==> src/rtl/beam_power_discriminator.sv <==
// rtl/beam_power_discriminator.sv - windowed beam power integrator with handshaked trigger record
//
// Squares eight signed 12-bit beam sums per input word, integrates WINDOW words,
// and compares the saturated window power against a threshold. A crossing produces
// one trigger record held until the consumer accepts it. The record is followed by
// HOLDOFF clocks of dead time.
//
// Ports:
//   clk           sole clock, rising edge
//   rst_n         asynchronous active-low reset (deassertion synchronised inside)
//   beam_in       eight packed signed 12-bit lanes; samples 0..3 in [47:0], 4..7 in [95:48]
//   beam_valid    beam_in carries a new word this clock
//   thresh        unsigned 24-bit power threshold, staged by thresh_wr
//   thresh_wr     one-clock strobe; staged value becomes active at next window boundary
//   trig_valid    trigger record available
//   trig_ready    consumer accepts record when trig_valid && trig_ready
//   trig_time     timestamp of the first word of the triggering window
//   trig_power    saturated integrated power of the triggering window
//   trig_lost     sticky: a crossing was discarded while a record was pending
//   scaler_count  accepted-trigger count, saturating (only with BEAM_DISC_SCALER_EN)
//
// Optional feature macro: BEAM_DISC_SCALER_EN
module beam_power_discriminator #(
    parameter int WINDOW  = 4,
    parameter int HOLDOFF = 16
) (
    input  logic        clk,
    input  logic        rst_n,
    input  logic [95:0] beam_in,
    input  logic        beam_valid,
    input  logic [23:0] thresh,
    input  logic        thresh_wr,
    output logic        trig_valid,
    input  logic        trig_ready,
    output logic [15:0] trig_time,
    output logic [23:0] trig_power,
    output logic        trig_lost
`ifdef BEAM_DISC_SCALER_EN
    ,
    output logic [15:0] scaler_count
`endif
);

    typedef enum logic [1:0] {
        ST_ARMED,
        ST_PENDING,
        ST_HOLDOFF
    } state_t;

    // Assertion is immediate; release is retimed to clk so every flop leaves
    // reset on the same edge.
    logic [1:0] rst_sync;
    logic       rst_i_n;

    always_ff @(posedge clk or negedge rst_n) begin
        if (!rst_n) begin
            rst_sync <= 2'b00;
        end else begin
            rst_sync <= {rst_sync[0], 1'b1};
        end
    end

    assign rst_i_n = rst_sync[1];

    // Free-running timestamp
    logic [15:0] ts;

    always_ff @(posedge clk or negedge rst_i_n) begin
        if (!rst_i_n) begin
            ts <= '0;
        end else begin
            ts <= ts + 16'd1;
        end
    end

    // Lane unpacking
    logic signed [11:0] lane [8];

    always_comb begin
        for (int k = 0; k < 4; k++) begin
            lane[k]     = beam_in[47 - 12*k -: 12];
            lane[k + 4] = beam_in[95 - 12*k -: 12];
        end
    end

    // Stage 1: capture lanes and the timestamp of the capture edge
    logic               s1_valid;
    logic signed [11:0] s1_lane [8];
    logic [15:0]        s1_time;

    always_ff @(posedge clk or negedge rst_i_n) begin
        if (!rst_i_n) begin
            s1_valid <= 1'b0;
            s1_time  <= '0;
            for (int k = 0; k < 8; k++) s1_lane[k] <= '0;
        end else begin
            s1_valid <= beam_valid;
            if (beam_valid) begin
                s1_time <= ts;
                for (int k = 0; k < 8; k++) s1_lane[k] <= lane[k];
            end
        end
    end

    // Stage 2: square each lane. The largest square is 2048^2 = 2^22, so the
    // low 23 bits of the sign-extended product are the exact unsigned result.
    logic [22:0] prod [8];
    logic [22:0] s2_sq [8];
    logic        s2_valid;
    logic [15:0] s2_time;

    always_comb begin
        for (int k = 0; k < 8; k++) begin
            prod[k] = 23'(s1_lane[k]) * 23'(s1_lane[k]);
        end
    end

    always_ff @(posedge clk or negedge rst_i_n) begin
        if (!rst_i_n) begin
            s2_valid <= 1'b0;
            s2_time  <= '0;
            for (int k = 0; k < 8; k++) s2_sq[k] <= '0;
        end else begin
            s2_valid <= s1_valid;
            s2_time  <= s1_time;
            for (int k = 0; k < 8; k++) s2_sq[k] <= prod[k];
        end
    end

    // Stage 3: sum of squares
    logic [25:0] sum_c;
    logic [25:0] s3_sum;
    logic        s3_valid;
    logic [15:0] s3_time;

    always_comb begin
        sum_c = '0;
        for (int k = 0; k < 8; k++) begin
            sum_c = sum_c + 26'(s2_sq[k]);
        end
    end

    always_ff @(posedge clk or negedge rst_i_n) begin
        if (!rst_i_n) begin
            s3_valid <= 1'b0;
            s3_sum   <= '0;
            s3_time  <= '0;
        end else begin
            s3_valid <= s2_valid;
            s3_sum   <= sum_c;
            s3_time  <= s2_time;
        end
    end

    // Threshold staging
    logic [23:0] thr_staged;
    logic [23:0] thr_active;

    always_ff @(posedge clk or negedge rst_i_n) begin
        if (!rst_i_n) begin
            thr_staged <= 24'hFFFFFF;
        end else if (thresh_wr) begin
            thr_staged <= thresh;
        end
    end

    // Window accumulator. On the last word the saturated total is compared and
    // the accumulator cleared in the same clock; the comparison result is
    // registered and acted on by the FSM one clock later.
    logic [23:0] acc;
    logic [4:0]  win_cnt;
    logic [15:0] win_time;
    logic [26:0] acc_sum;
    logic [23:0] acc_next;
    logic        win_last;
    logic        cross_q;
    logic [23:0] cross_power;
    logic [15:0] cross_time;

    assign acc_sum  = 27'(acc) + 27'(s3_sum);
    assign acc_next = (|acc_sum[26:24]) ? 24'hFFFFFF : acc_sum[23:0];
    assign win_last = (win_cnt == 5'(WINDOW - 1));

    always_ff @(posedge clk or negedge rst_i_n) begin
        if (!rst_i_n) begin
            acc         <= '0;
            win_cnt     <= '0;
            win_time    <= '0;
            cross_q     <= 1'b0;
            cross_power <= '0;
            cross_time  <= '0;
            thr_active  <= 24'hFFFFFF;
        end else begin
            cross_q <= 1'b0;
            if (s3_valid) begin
                if (win_last) begin
                    cross_q     <= (acc_next >= thr_active);
                    cross_power <= acc_next;
                    cross_time  <= (win_cnt == 5'd0) ? s3_time : win_time;
                    acc         <= '0;
                    win_cnt     <= '0;
                    thr_active  <= thr_staged;
                end else begin
                    acc     <= acc_next;
                    win_cnt <= win_cnt + 5'd1;
                    if (win_cnt == 5'd0) begin
                        win_time <= s3_time;
                    end
                end
            end
        end
    end

    // Trigger FSM
    state_t     state;
    logic [7:0] hold_cnt;

    always_ff @(posedge clk or negedge rst_i_n) begin
        if (!rst_i_n) begin
            state      <= ST_ARMED;
            trig_valid <= 1'b0;
            trig_time  <= '0;
            trig_power <= '0;
            trig_lost  <= 1'b0;
            hold_cnt   <= '0;
        end else begin
            case (state)
                ST_ARMED: begin
                    if (cross_q) begin
                        trig_time  <= cross_time;
                        trig_power <= cross_power;
                        trig_valid <= 1'b1;
                        state      <= ST_PENDING;
                    end
                end
                ST_PENDING: begin
                    if (cross_q) begin
                        trig_lost <= 1'b1;
                    end
                    if (trig_ready) begin
                        trig_valid <= 1'b0;
                        hold_cnt   <= 8'(HOLDOFF);
                        state      <= ST_HOLDOFF;
                    end
                end
                ST_HOLDOFF: begin
                    // Crossings here are dropped silently; dead time is HOLDOFF clocks.
                    hold_cnt <= hold_cnt - 8'd1;
                    if (hold_cnt <= 8'd1) begin
                        state <= ST_ARMED;
                    end
                end
                default: begin
                    state <= ST_ARMED;
                end
            endcase
        end
    end

`ifdef BEAM_DISC_SCALER_EN
    always_ff @(posedge clk or negedge rst_i_n) begin
        if (!rst_i_n) begin
            scaler_count <= '0;
        end else if ((state == ST_PENDING) && trig_ready && (scaler_count != 16'hFFFF)) begin
            scaler_count <= scaler_count + 16'd1;
        end
    end
`endif

endmodule

==> config.mk <==
export PLATFORM = sky130hd
export DESIGN_NAME = beam_power_discriminator
export DESIGN_NICKNAME = d
export VERILOG_FILES = /design/src/rtl/beam_power_discriminator.sv
export SDC_FILE = /design/constraint.sdc
export NUM_CORES = 2
export LEC_CHECK = 0
export ABC_AREA = 1
export CORE_ASPECT_RATIO = 1.25
export CORE_MARGIN = 4
export CORE_UTILIZATION = 55
export DETAILED_ROUTE_END_ITERATION = 6
export GPL_ROUTABILITY_DRIVEN = 0
export GPL_TIMING_DRIVEN = 0
export MAX_ROUTING_LAYER = met4
export PLACE_DENSITY = 0.84
export SLEW_MARGIN = 0
export SYNTH_ARGS = -nofsm -noshare
export SYNTH_HDL_FRONTEND = slang
export SYNTH_SLANG_ARGS = --single-unit
==> constraint.sdc <==
create_clock -name clk -period 23.1 [get_ports clk]
set_input_delay 4.62 -clock clk [delete_from_list [all_inputs] [get_ports clk]]
set_output_delay 4.62 -clock clk [all_outputs]
set_load 0.02 [all_outputs]
==> qor.yml <==
path_max_fanout: 10
worstPathArrival_ns: 8.28
die_y_um: 388
fin_crit_sh_pct: 33.1
dp_slack_ns: 14.70
post-synth-top-area-fraction_pct: 34.2
synth-edff-count: 0
final_common_cell: "inv_1"
hold_viol: 0
drc: 12
yosys.cell_types.count: 54
drt-total-wl_um: 154000
path_clk_slew_ns: 0.07
first_iter_violations: 3201
grt_pass1_vias: 51000
end_kind: "flip-flop"
ys_ff_latch: 553
io_pins: 167
vias_per_cell: 5.31
stdcell_count: 8632
fmax_mhz: 131
cts_root_buf: "clkbuf_16"
maxCapViolations: 2
violations: "design-rule violations, max-capacitance violations"
cts_setup_buffers: 0
startpoint: "beam_valid"
grt_overflow_total: 0
hpwl_um: 126000
synth_top_cell_by_area: "fa_1"
num-nets-final: 8807
track_usage_pct: 27.3
finClkSkew_ns: 0.0735
reg2reg_to: "s2_sq[45]"
synth-main-ff-cell: "dfrtp_1"
antenna_found_initial: 2
cts_hold_buffers: 0
syn-cell-area_um2: 63500
ant_nets: 0
vias: 45800
grt_max_degree: 72
io_buffers: 165
yosys-top-cells-area: "fa_1, dfrtp_1, inv_1, ha_1, nand2_1"
grt_pass1_wl_um: 257000
drv_slew: 0
dp.cells: 8514
slew_headroom_pct: 0.0200
reg2regPathDepth: 18
area_growth_pct: 9.29
clk_latency_ns: 0.71
startpoint_type: "input port"
std_cell_rows: 139
regToRegSetupSlack_ns: 17.10
start_util_pct: 55.3
path_class: "in2reg"
final_core_utilization_pct: 60.5
yosysWarnings: 0
r2r_start: "s1_lane[15]"
outcome: "complete, but fails checks"
worstPathRequired_ns: 23.73
clk_path_buf_depth: 3
synthArstFlopShare_pct: 100
layout_common_cells: "inv_1, nand2_1, fa_1"
clock_sinks: 553
syn_avg_cell_area_um2: 9.26
rsz0062_at_grt: "no"
nFillCells: 8706
core_um2: 115000
crit_end: "s1_lane[68]"
finalCriticalPeriod_ns: 7.65
drtPass1Iterations: 7
drive_gt1_share_pct: 4.94
setup_viol: 0
fin_tns_setup_ns: 0
fin_ws_ns: 15.45
worst_pin_slew_ns: 1.50
cts_max_level: 2
die_area_um2: 121000
netlist_instances: 6857
die_w_um: 312
hp-class: "reg2async"
cts_resized: 0
cts_tree: "yes"
avgRoutedWirePerCell_um: 17.9
ys_seq_area_share_pct: 21.9
cts_buffers: 61
## synthesized netlist by cell type, drive strengths merged (7+ instances only)
master / number
inv: 1966
o211ai: 11
or2: 7
nand4: 53
nand2: 1296
a21o: 28
a31oi: 18
o31ai: 9
nor4: 10
fa: 1084
ha: 501
o21bai: 16
dfstp: 48
xor2: 155
nor3: 21
nand3: 100
buf: 19
nor2: 205
clkbuf: 138
xnor2: 111
o21ai: 215
dfrtp: 505
a21oi: 211
mux2: 97
## worst min-delay path by stage
| stage | cells past startpoint | end | startpoint | slack, ns |
|---|---|---|---|---|
| 6_report | 0 | acc[7] | rst_sync[1] | 0.30 |
| 5_1_grt | 0 | acc[7] | rst_sync[1] | 0.35 |
| 4_1_cts | 0 | acc[7] | rst_sync[1] | 0.30 |
| 3_5_place_dp | 0 | s3_time[5] | s2_time[5] | 0.33 |
| 3_3_place_gp | 0 | s3_valid | s2_valid | 0.33 |
| 2_1_floorplan | 0 | rst_sync[1] | rst_sync[0] | 0.33 |
## cell type report
cell class / count / area, um2 / area share, %
Clock buffer: 75 / 1640 / 2.36
Buffer: 157 / 686 / 0.988
Multi-Input combinational cell: 4180 / 41500 / 59.9
Sequential cell: 553 / 13900 / 20.0
Clock inverter: 38 / 490 / 0.707
Inverter: 1970 / 7390 / 10.7
Timing Repair Buffer: 174 / 1890 / 2.72
Tap cell: 1480 / 1850 / 2.67
Antenna cell: 5 / 12.5 / 0.0180
## worst max-delay path, cell delays in order
cell	delay (ns)
clkdlybuf4s50_1	0.63
clkbuf_1	0.90
clkbuf_1	0.91
clkbuf_1	0.79
nand2_1	0.24
o21ai_0	0.14
## cells by family (layout without fill, tap and decap cells)
group           count (synthesis)  count (layout)  synth area share, %
buf+inv                      2127            2414                 12.7
simple gates                 1701            1701                 11.4
fa+ha+maj                    1585            1585                 44.0
flops                         553             553                 21.9
compound gates                526             526                 4.53
xor+xnor                      266             266                 3.67
mux                            97              97                 1.72
other cells                     2              10               0.0118
## stage by stage
stage	hold WS, ns	area [um2]
after detailed placement	0.335	67300
after floorplan	0.331	63500
final	0.299	69400
after global placement	0.331	67000
after global routing	0.350	69400
after CTS	0.302	69400
## sequential cells by signal, summed over array words and instances (netlist names), 5 cells and up
| signal | flops |
|---|---|
| s2_time | 16 |
| acc | 24 |
| trig_time | 16 |
| cross_power | 24 |
| ts | 16 |
| s1_time | 16 |
| cross_time | 16 |
| thr_active | 24 |
| win_time | 16 |
| win_cnt | 5 |
| s1_lane | 96 |
| thr_staged | 24 |
| trig_power | 24 |
| s3_time | 16 |
| s3_sum | 26 |
| hold_cnt | 8 |
| s2_sq | 176 |
## per-layer routing
metal / part of all wire (%) / vias up / routed length (um) / global-route usage [%]
li1: - / 20600 / - / -
met1: 36 / 22900 / 55100 / 30.2
met3: 5.7 / 669 / 8790 / 3.91
met4: 8.8 / 0 / 13600 / 18.6
met5: 0 / - / 0 / -
met2: 50 / 1693 / 76900 / 45.8
Power is left out: the tool's default activity adds up to more than one toggle a clock period on the data nets, which glitch-free logic cannot reach.
